File: config.mk
export PLATFORM = sky130hd
export DESIGN_NAME = pipe_adder_flat
export DESIGN_NICKNAME = d
export VERILOG_FILES = /design/src/rtl/pipe_adder_pkg.sv /design/src/rtl/pipe_adder_if.sv /design/src/rtl/pipe_adder_seg.sv /design/src/rtl/pipe_adder.sv /design/src/flat_wrapper.sv
export SDC_FILE = /design/constraint.sdc
export NUM_CORES = 1
export LEC_CHECK = 0
export BUFFER_PORTS_ARGS = -buffer_cell sky130_fd_sc_hd__clkbuf_2
export CORE_MARGIN = 8
export CORE_UTILIZATION = 45
export CTS_CLUSTER_DIAMETER = 40
export CTS_CLUSTER_SIZE = 28
export DETAILED_ROUTE_END_ITERATION = 16
export PLACE_DENSITY = 0.7
export SLEW_MARGIN = 20
export SYNTH_ARGS = -nofsm -noshare
export SYNTH_HDL_FRONTEND = slang
export SYNTH_SLANG_ARGS = --single-unit
File: constraint.sdc
create_clock -name clk -period 3.02 [get_ports clk]
set_input_delay 0.604 -clock clk [delete_from_list [all_inputs] [get_ports clk]]
set_output_delay 0.604 -clock clk [all_outputs]
set_load 0.05 [all_outputs]
File: src/rtl/pipe_adder_pkg.sv
// -----------------------------------------------------------------------------
// pipe_adder_pkg
//   Shared constants and helpers for the pipelined adder.
//   - DEF_WIDTH / DEF_SEG : default operand width and bits added per stage
//   - num_stages()        : pipeline depth for a given width/segment size
//   - cfg_ok()            : legality of a width/segment pair (used by the top
//                           level to stop elaboration on a bad configuration)
// -----------------------------------------------------------------------------
package pipe_adder_pkg;

  localparam int DEF_WIDTH = 16;
  localparam int DEF_SEG   = 4;

  function automatic int num_stages(input int width, input int seg);
    return width / seg;
  endfunction

  // WIDTH must split into a whole number (at least one) of SEG-bit segments.
  function automatic bit cfg_ok(input int width, input int seg);
    return (seg > 0) && (width >= seg) && ((width % seg) == 0);
  endfunction

endpackage

File: src/rtl/pipe_adder_if.sv
// -----------------------------------------------------------------------------
// pipe_adder_if
//   Handshake bundle between a producer/consumer and the pipelined adder.
//   Input side : in_valid, in_ready, a, b, ci
//   Output side: out_valid, out_ready, s, co
//   Modports:
//     master - the environment (drives operands, accepts results)
//     slave  - the adder itself
// -----------------------------------------------------------------------------
interface pipe_adder_if
  import pipe_adder_pkg::*;
#(
  parameter int WIDTH = DEF_WIDTH
) ();

  logic             in_valid;
  logic             in_ready;
  logic [WIDTH-1:0] a;
  logic [WIDTH-1:0] b;
  logic             ci;
  logic             out_valid;
  logic             out_ready;
  logic [WIDTH-1:0] s;
  logic             co;

  modport master (
    output in_valid, a, b, ci, out_ready,
    input  in_ready, out_valid, s, co
  );

  modport slave (
    input  in_valid, a, b, ci, out_ready,
    output in_ready, out_valid, s, co
  );

endinterface

File: src/rtl/pipe_adder_seg.sv
// -----------------------------------------------------------------------------
// adder_seg
//   SEG-bit ripple-carry adder built from gate-level full-adder cells.
//   Ports:
//     a, b [SEG-1:0] : segment operands
//     ci             : carry into bit 0 of the segment
//     s  [SEG-1:0]   : segment sum
//     co             : carry out of the top bit of the segment
//   Purely combinational; one instance sits in every pipeline stage.
// -----------------------------------------------------------------------------
module adder_seg #(
  parameter int SEG = 4
) (
  input  wire [SEG-1:0] a,
  input  wire [SEG-1:0] b,
  input  wire           ci,
  output wire [SEG-1:0] s,
  output wire           co
);

  genvar gi;
  for (gi = 0; gi < SEG; gi++) begin : g_bit
    wire cin;
    wire p;
    wire g_ab;
    wire g_pc;
    wire cout;

    // Each cell takes its carry from the cell below; bit 0 takes ci.
    if (gi == 0) begin : g_cin
      assign cin = ci;
    end else begin : g_cin
      assign cin = g_bit[gi-1].cout;
    end

    xor u_xor_p (p, a[gi], b[gi]);
    xor u_xor_s (s[gi], p, cin);
    and u_and_g (g_ab, a[gi], b[gi]);
    and u_and_p (g_pc, p, cin);
    or  u_or_c  (cout, g_ab, g_pc);
  end

  assign co = g_bit[SEG-1].cout;

endmodule

File: src/rtl/pipe_adder.sv
// -----------------------------------------------------------------------------
// pipe_adder
//   Pipelined unsigned adder: {co, s} = a + b + ci, one SEG-bit segment added
//   per stage, STAGES = WIDTH/SEG stages, carry registered between stages.
//   Valid/ready on both sides; full throughput, backpressure via out_ready.
//   Ports:
//     clk   : clock, all state on the rising edge
//     rst_n : asynchronous active-low reset (drops all in-flight results)
//     bus   : pipe_adder_if.slave (in_valid/in_ready/a/b/ci,
//             out_valid/out_ready/s/co)
//   Build option:
//     PIPE_ADDER_SAT_EN - when the final carry-out is 1, s saturates to all
//                         ones (co still reports the overflow). Without it s
//                         wraps modulo 2^WIDTH. Timing is identical.
// -----------------------------------------------------------------------------
module pipe_adder
  import pipe_adder_pkg::*;
#(
  parameter int WIDTH = DEF_WIDTH,
  parameter int SEG   = DEF_SEG
) (
  input  logic          clk,
  input  logic          rst_n,
  pipe_adder_if.slave   bus
);

  localparam int STAGES = num_stages(WIDTH, SEG);

  if (!cfg_ok(WIDTH, SEG)) begin : g_cfg_err
    $error("pipe_adder: WIDTH must be a positive multiple of SEG");
  end

  logic [STAGES-1:0] stage_valid;
  logic [STAGES-1:0] ready;

  // ready_k = !valid_k || ready_{k+1}, evaluated from the output end back to
  // the input so an empty slot anywhere lets everything upstream advance.
  always_comb begin
    logic rdy;
    rdy   = bus.out_ready;
    ready = '0;
    for (int k = STAGES - 1; k >= 0; k--) begin
      rdy      = !stage_valid[k] || rdy;
      ready[k] = rdy;
    end
  end

  assign bus.in_ready = ready[0];

  genvar gi;
  for (gi = 0; gi < STAGES; gi++) begin : g_stage
    localparam int LO = gi * SEG;     // first bit of this stage's segment
    localparam int BW = WIDTH - LO;   // operand-b bits not yet consumed

    // x holds finished sum bits below LO and untouched operand-a bits above;
    // b only keeps the part still to be added, so it shrinks each stage.
    logic             valid_q, valid_d;
    logic             carry_q, carry_d;
    logic [WIDTH-1:0] x_q, x_d;
    logic [BW-1:0]    b_q, b_d;

    logic             src_valid;
    logic             src_carry;
    logic [WIDTH-1:0] src_x;
    logic [BW-1:0]    src_b;

    logic [SEG-1:0]   seg_s;
    logic             seg_co;
    logic [WIDTH-1:0] x_fwd;

    if (gi == 0) begin : g_src
      assign src_valid = bus.in_valid;
      assign src_x     = bus.a;
      assign src_b     = bus.b;
      assign src_carry = bus.ci;
    end else begin : g_src
      assign src_valid = g_stage[gi-1].valid_q;
      assign src_x     = g_stage[gi-1].x_fwd;
      assign src_b     = g_stage[gi-1].b_q[BW+SEG-1:SEG];
      assign src_carry = g_stage[gi-1].seg_co;
    end

    assign stage_valid[gi] = valid_q;

    // Data only moves when a real transfer happens, so a stalled result at
    // the output keeps s/co steady.
    always_comb begin
      valid_d = valid_q;
      carry_d = carry_q;
      x_d     = x_q;
      b_d     = b_q;
      if (ready[gi]) begin
        valid_d = src_valid;
        if (src_valid) begin
          carry_d = src_carry;
          x_d     = src_x;
          b_d     = src_b;
        end
      end
    end

    always_ff @(posedge clk or negedge rst_n) begin
      if (!rst_n) begin
        valid_q <= 1'b0;
        carry_q <= 1'b0;
        x_q     <= '0;
        b_q     <= '0;
      end else begin
        valid_q <= valid_d;
        carry_q <= carry_d;
        x_q     <= x_d;
        b_q     <= b_d;
      end
    end

    adder_seg #(
      .SEG (SEG)
    ) u_seg (
      .a  (x_q[LO +: SEG]),
      .b  (b_q[SEG-1:0]),
      .ci (carry_q),
      .s  (seg_s),
      .co (seg_co)
    );

    // Word handed to the next stage: this segment's operand-a bits replaced
    // by their sum.
    always_comb begin
      x_fwd             = x_q;
      x_fwd[LO +: SEG]  = seg_s;
    end
  end

  logic [WIDTH-1:0] sum_raw;
  logic             co_raw;

  assign sum_raw       = g_stage[STAGES-1].x_fwd;
  assign co_raw        = g_stage[STAGES-1].seg_co;
  assign bus.out_valid = g_stage[STAGES-1].valid_q;
  assign bus.co        = co_raw;

`ifdef PIPE_ADDER_SAT_EN
  assign bus.s = co_raw ? {WIDTH{1'b1}} : sum_raw;
`else
  assign bus.s = sum_raw;
`endif

endmodule

File: src/flat_wrapper.sv
// flat-port wrapper written by rule: the top's interface ports become plain ports
module pipe_adder_flat import pipe_adder_pkg::*;
#(
  parameter int WIDTH = DEF_WIDTH,
  parameter int SEG   = DEF_SEG
)
  (clk, rst_n, bus_in_valid, bus_a, bus_b, bus_ci, bus_out_ready, bus_in_ready, bus_out_valid, bus_s, bus_co);
  pipe_adder_if #(.WIDTH(WIDTH)) bus_i ();
  input  logic clk;
  input  logic rst_n;
  input wire logic [$bits(bus_i.in_valid)-1:0] bus_in_valid;
  input wire logic [$bits(bus_i.a)-1:0] bus_a;
  input wire logic [$bits(bus_i.b)-1:0] bus_b;
  input wire logic [$bits(bus_i.ci)-1:0] bus_ci;
  input wire logic [$bits(bus_i.out_ready)-1:0] bus_out_ready;
  output wire logic [$bits(bus_i.in_ready)-1:0] bus_in_ready;
  output wire logic [$bits(bus_i.out_valid)-1:0] bus_out_valid;
  output wire logic [$bits(bus_i.s)-1:0] bus_s;
  output wire logic [$bits(bus_i.co)-1:0] bus_co;
  assign bus_i.in_valid = bus_in_valid;
  assign bus_i.a = bus_a;
  assign bus_i.b = bus_b;
  assign bus_i.ci = bus_ci;
  assign bus_i.out_ready = bus_out_ready;
  assign bus_in_ready = bus_i.in_ready;
  assign bus_out_valid = bus_i.out_valid;
  assign bus_s = bus_i.s;
  assign bus_co = bus_i.co;
  pipe_adder #(.WIDTH(WIDTH), .SEG(SEG)) u_core (.clk(clk), .rst_n(rst_n), .bus(bus_i));
endmodule
==> run_results.csv <==
group,metric,value,unit
synthesis,synth-seq-area-share,59.7,%
sta,finalHoldViolations,0,
detailed_routing,wl,7.47,mm
final_layout,final_cell_mix,"112 x dfrtp_1, 84 x mux2_2, 52 x clkbuf_2, 33 x inv_1, 14 x fa_1",
setup_path,cp_data_required_time,2.42,ns
synthesis,synth_cell_types,19,
clock_tree,numCtsBuffers,9,
sta,clock_skew,0.0111,ns
detailed_routing,drc,0,
setup_path,end_kind,"primary output",
final_layout,fillCellCount,878,
placement,gp_congestion,0.686,
final_layout,final_common_cell,"dfrtp_1",
min_path,hp-class,"in -> async",
floorplan,start_util,45.8,%
power_and_ir_drop,cellPowerDensity,1010,mW/mm^2
floorplan,core,0.0102,mm^2
clock_tree,holdBufCountCts,0,
global_route,antenna_found_initial,0,
placement,post-place-ws,0.199,ns
status,status,"completed",
detailed_routing,vias,2385,
sta,setup_viol,0,
global_route,grt_usage,11.8,%
job,drv_cap,0,
power_and_ir_drop,peakVddDrop,0.00110,V
sta,fin_ws,0.0293,ns
synthesis,postSynthCellCount,300,
clock_tree,root_buffer,"clkbuf_8",
floorplan,die_h,118,um
global_route,grt_start_max_net_pins,47,
global_route,grt_overflow,0,
detailed_routing,via_per_inst,4.74,
sta,fin_crit,2.99,ns
floorplan,die_w,118,um
placement,detailed_place_hpwl,5.44,mm
sta,max_clock_freq,334,MHz
sta,worstMarginPinSlew,0.590,ns
global_route,grt_pass1_vias,2705,
detailed_routing,first_pass_iters,6,
detailed_routing,ant_nets,0,
synthesis,ys_ff_latch,112,
floorplan,io_pins,56,
clock_tree,tritoncts,"built",
clock_tree,clk_pin_slew,0.10,ns
clock_tree,htree_levels,3,
sta,rsz0062_at_grt,"yes",
setup_path,critPathKind,"reg -> out",
sta,tns,0,ns
final_layout,area_delta_synth_final,15.0,%
power_and_ir_drop,finalPower,0.00543,W
clock_tree,clk_path_buf_depth,2,
detailed_routing,wl_per_cell,14.9,um
setup_path,cp_max_fo,2,
global_route,grt_pass1_wl,13.2,mm
final_layout,fin_nets,417,
floorplan,dieArea,0.0139,mm^2
power_and_ir_drop,leakagePower,2.53,nW
sta,slew_violations,0,
sta,period_share,99.0,%
setup_path,worstPathArrival,2.39,ns
setup_path,cp-start-kind,"flip-flop",
placement,port_buffers,55,
synthesis,syn-num-nets,353,
sta,slew_headroom,60.7,%
floorplan,row_count,37,
synthesis,avgSynthCellArea,15.6,um^2
clock_tree,clkSinkCount,112,
final_layout,drive_gt1_share,49.6,%
final_layout,diodes,0,
clock_tree,clk_latency,0.36,ns
synthesis,synth_area,0.00469,mm^2
synthesis,yosysWarnings,0,
detailed_routing,drt_iter0_markers,94,
[state kept, by name (all words and copies together) (netlist names)]
name                    cells
u_core.g_stage.carry_q      4
u_core.g_stage.x_q         64
u_core.bus.out_valid        1
u_core.g_stage.valid_q      3
u_core.g_stage.b_q         40
[worst paths after layout]
path / start / endpoint / slack, ns / cells after the start
setup reg to reg: u_core.g_stage[0].b_q[0]$_DFFE_PN0P_ / u_core.g_stage[1].x_q[3]$_DFFE_PN0P_ / 0.78 / 8
max in group asynchronous: rst_n / u_core.g_stage[3].x_q[0]$_DFFE_PN0P_ / 2.03 / 2
setup / recovery: u_core.g_stage[3].b_q[0]$_DFFE_PN0P_ / bus_s[15] / 0.03 / 9
min in group clk: bus_a[9] / u_core.g_stage[0].x_q[9]$_DFFE_PN0P_ / 0.45 / 2
hold / removal: rst_n / u_core.g_stage[0].x_q[11]$_DFFE_PN0P_ / 0.25 / 1
hold reg to reg: u_core.g_stage[0].b_q[11]$_DFFE_PN0P_ / u_core.g_stage[1].b_q[7]$_DFFE_PN0P_ / 0.49 / 1
[layer usage]
metal  GRT usage, %  share of wire (%)  vias up
li1               -                  -     1115
met1           14.0                 46     1225
met2           19.4                 49       38
met3           4.03                3.7        7
met4           4.08                1.1        0
met5              0                  0        -
[cells in the mapped netlist]
cell	n	area [um^2]
mux2_4	10	150
or2_2	1	6.26
nand2b_1	2	12.5
a21o_2	1	8.76
buf_6	4	45.0
mux2_2	84	946
buf_4	3	22.5
buf_8	1	15.0
fa_1	16	320
inv_1	37	139
nand4b_2	1	15.0
mux2_1	3	33.8
mux2i_1	6	60.1
nor2b_1	1	6.26
buf_2	2	10.0
o21ai_0	10	50.1
o21ai_4	2	32.5
dfrtp_1	112	2800
nand2_1	4	15.0
[metrics by stage]
stage,instances,util (%),instance area [um^2],hold WS [ns]
after CTS,503,52.6,5390,0.245
after global routing,503,52.7,5390,0.270
after floorplan,300,-,4690,0.308
final,503,52.7,5390,0.246
after global placement,489,50.2,5130,0.473
after detailed placement,489,50.2,5130,0.475
[area by class of cell]
cell class | instances | area, um^2 | share of cell area [%]
repair buffers | 63 | 379 | 7.03
clock buffers | 11 | 151 | 2.81
multi-input cells | 141 | 1660 | 30.8
flip-flops and latches | 112 | 2800 | 52.0
well taps | 136 | 170 | 3.15
inverters | 37 | 139 | 2.57
clock inverters | 3 | 90.1 | 1.67
[power breakdown]
part	internal [W]	switching, W	total (W)
combinational	0.000842	0.00127	0.00211
clock	0.000588	0.000460	0.00105
sequential	0.00200	0.000273	0.00228
total	0.00343	0.00200	0.00543
[repair_timing]
item	CTS	global route
endpoints found under the setup margin	1	2
gates resized for setup	7	6
hold endpoints to repair	0	0
buffers inserted	0	0
[worst max-delay path, cell delays in order (launching register included)]
cell     delay [ns]
dfrtp_1        0.39
inv_2          0.06
fa_1           0.16
inv_1          0.06
fa_2           0.34
fa_2           0.34
inv_2          0.06
fa_1           0.41
inv_2          0.07
buf_8          0.14
[cell families after synthesis]
logic type,after synthesis,share of synthesized area (%)
buffers and inverters,47,4.93
AO/OA/AOI/OAI,13,1.95
multiplexers,103,25.4
flip-flops,112,59.7
AND/OR/NAND/NOR,9,1.17
adder cells (fa/ha/maj),16,6.83
Power figures use the tool's default switching activity.
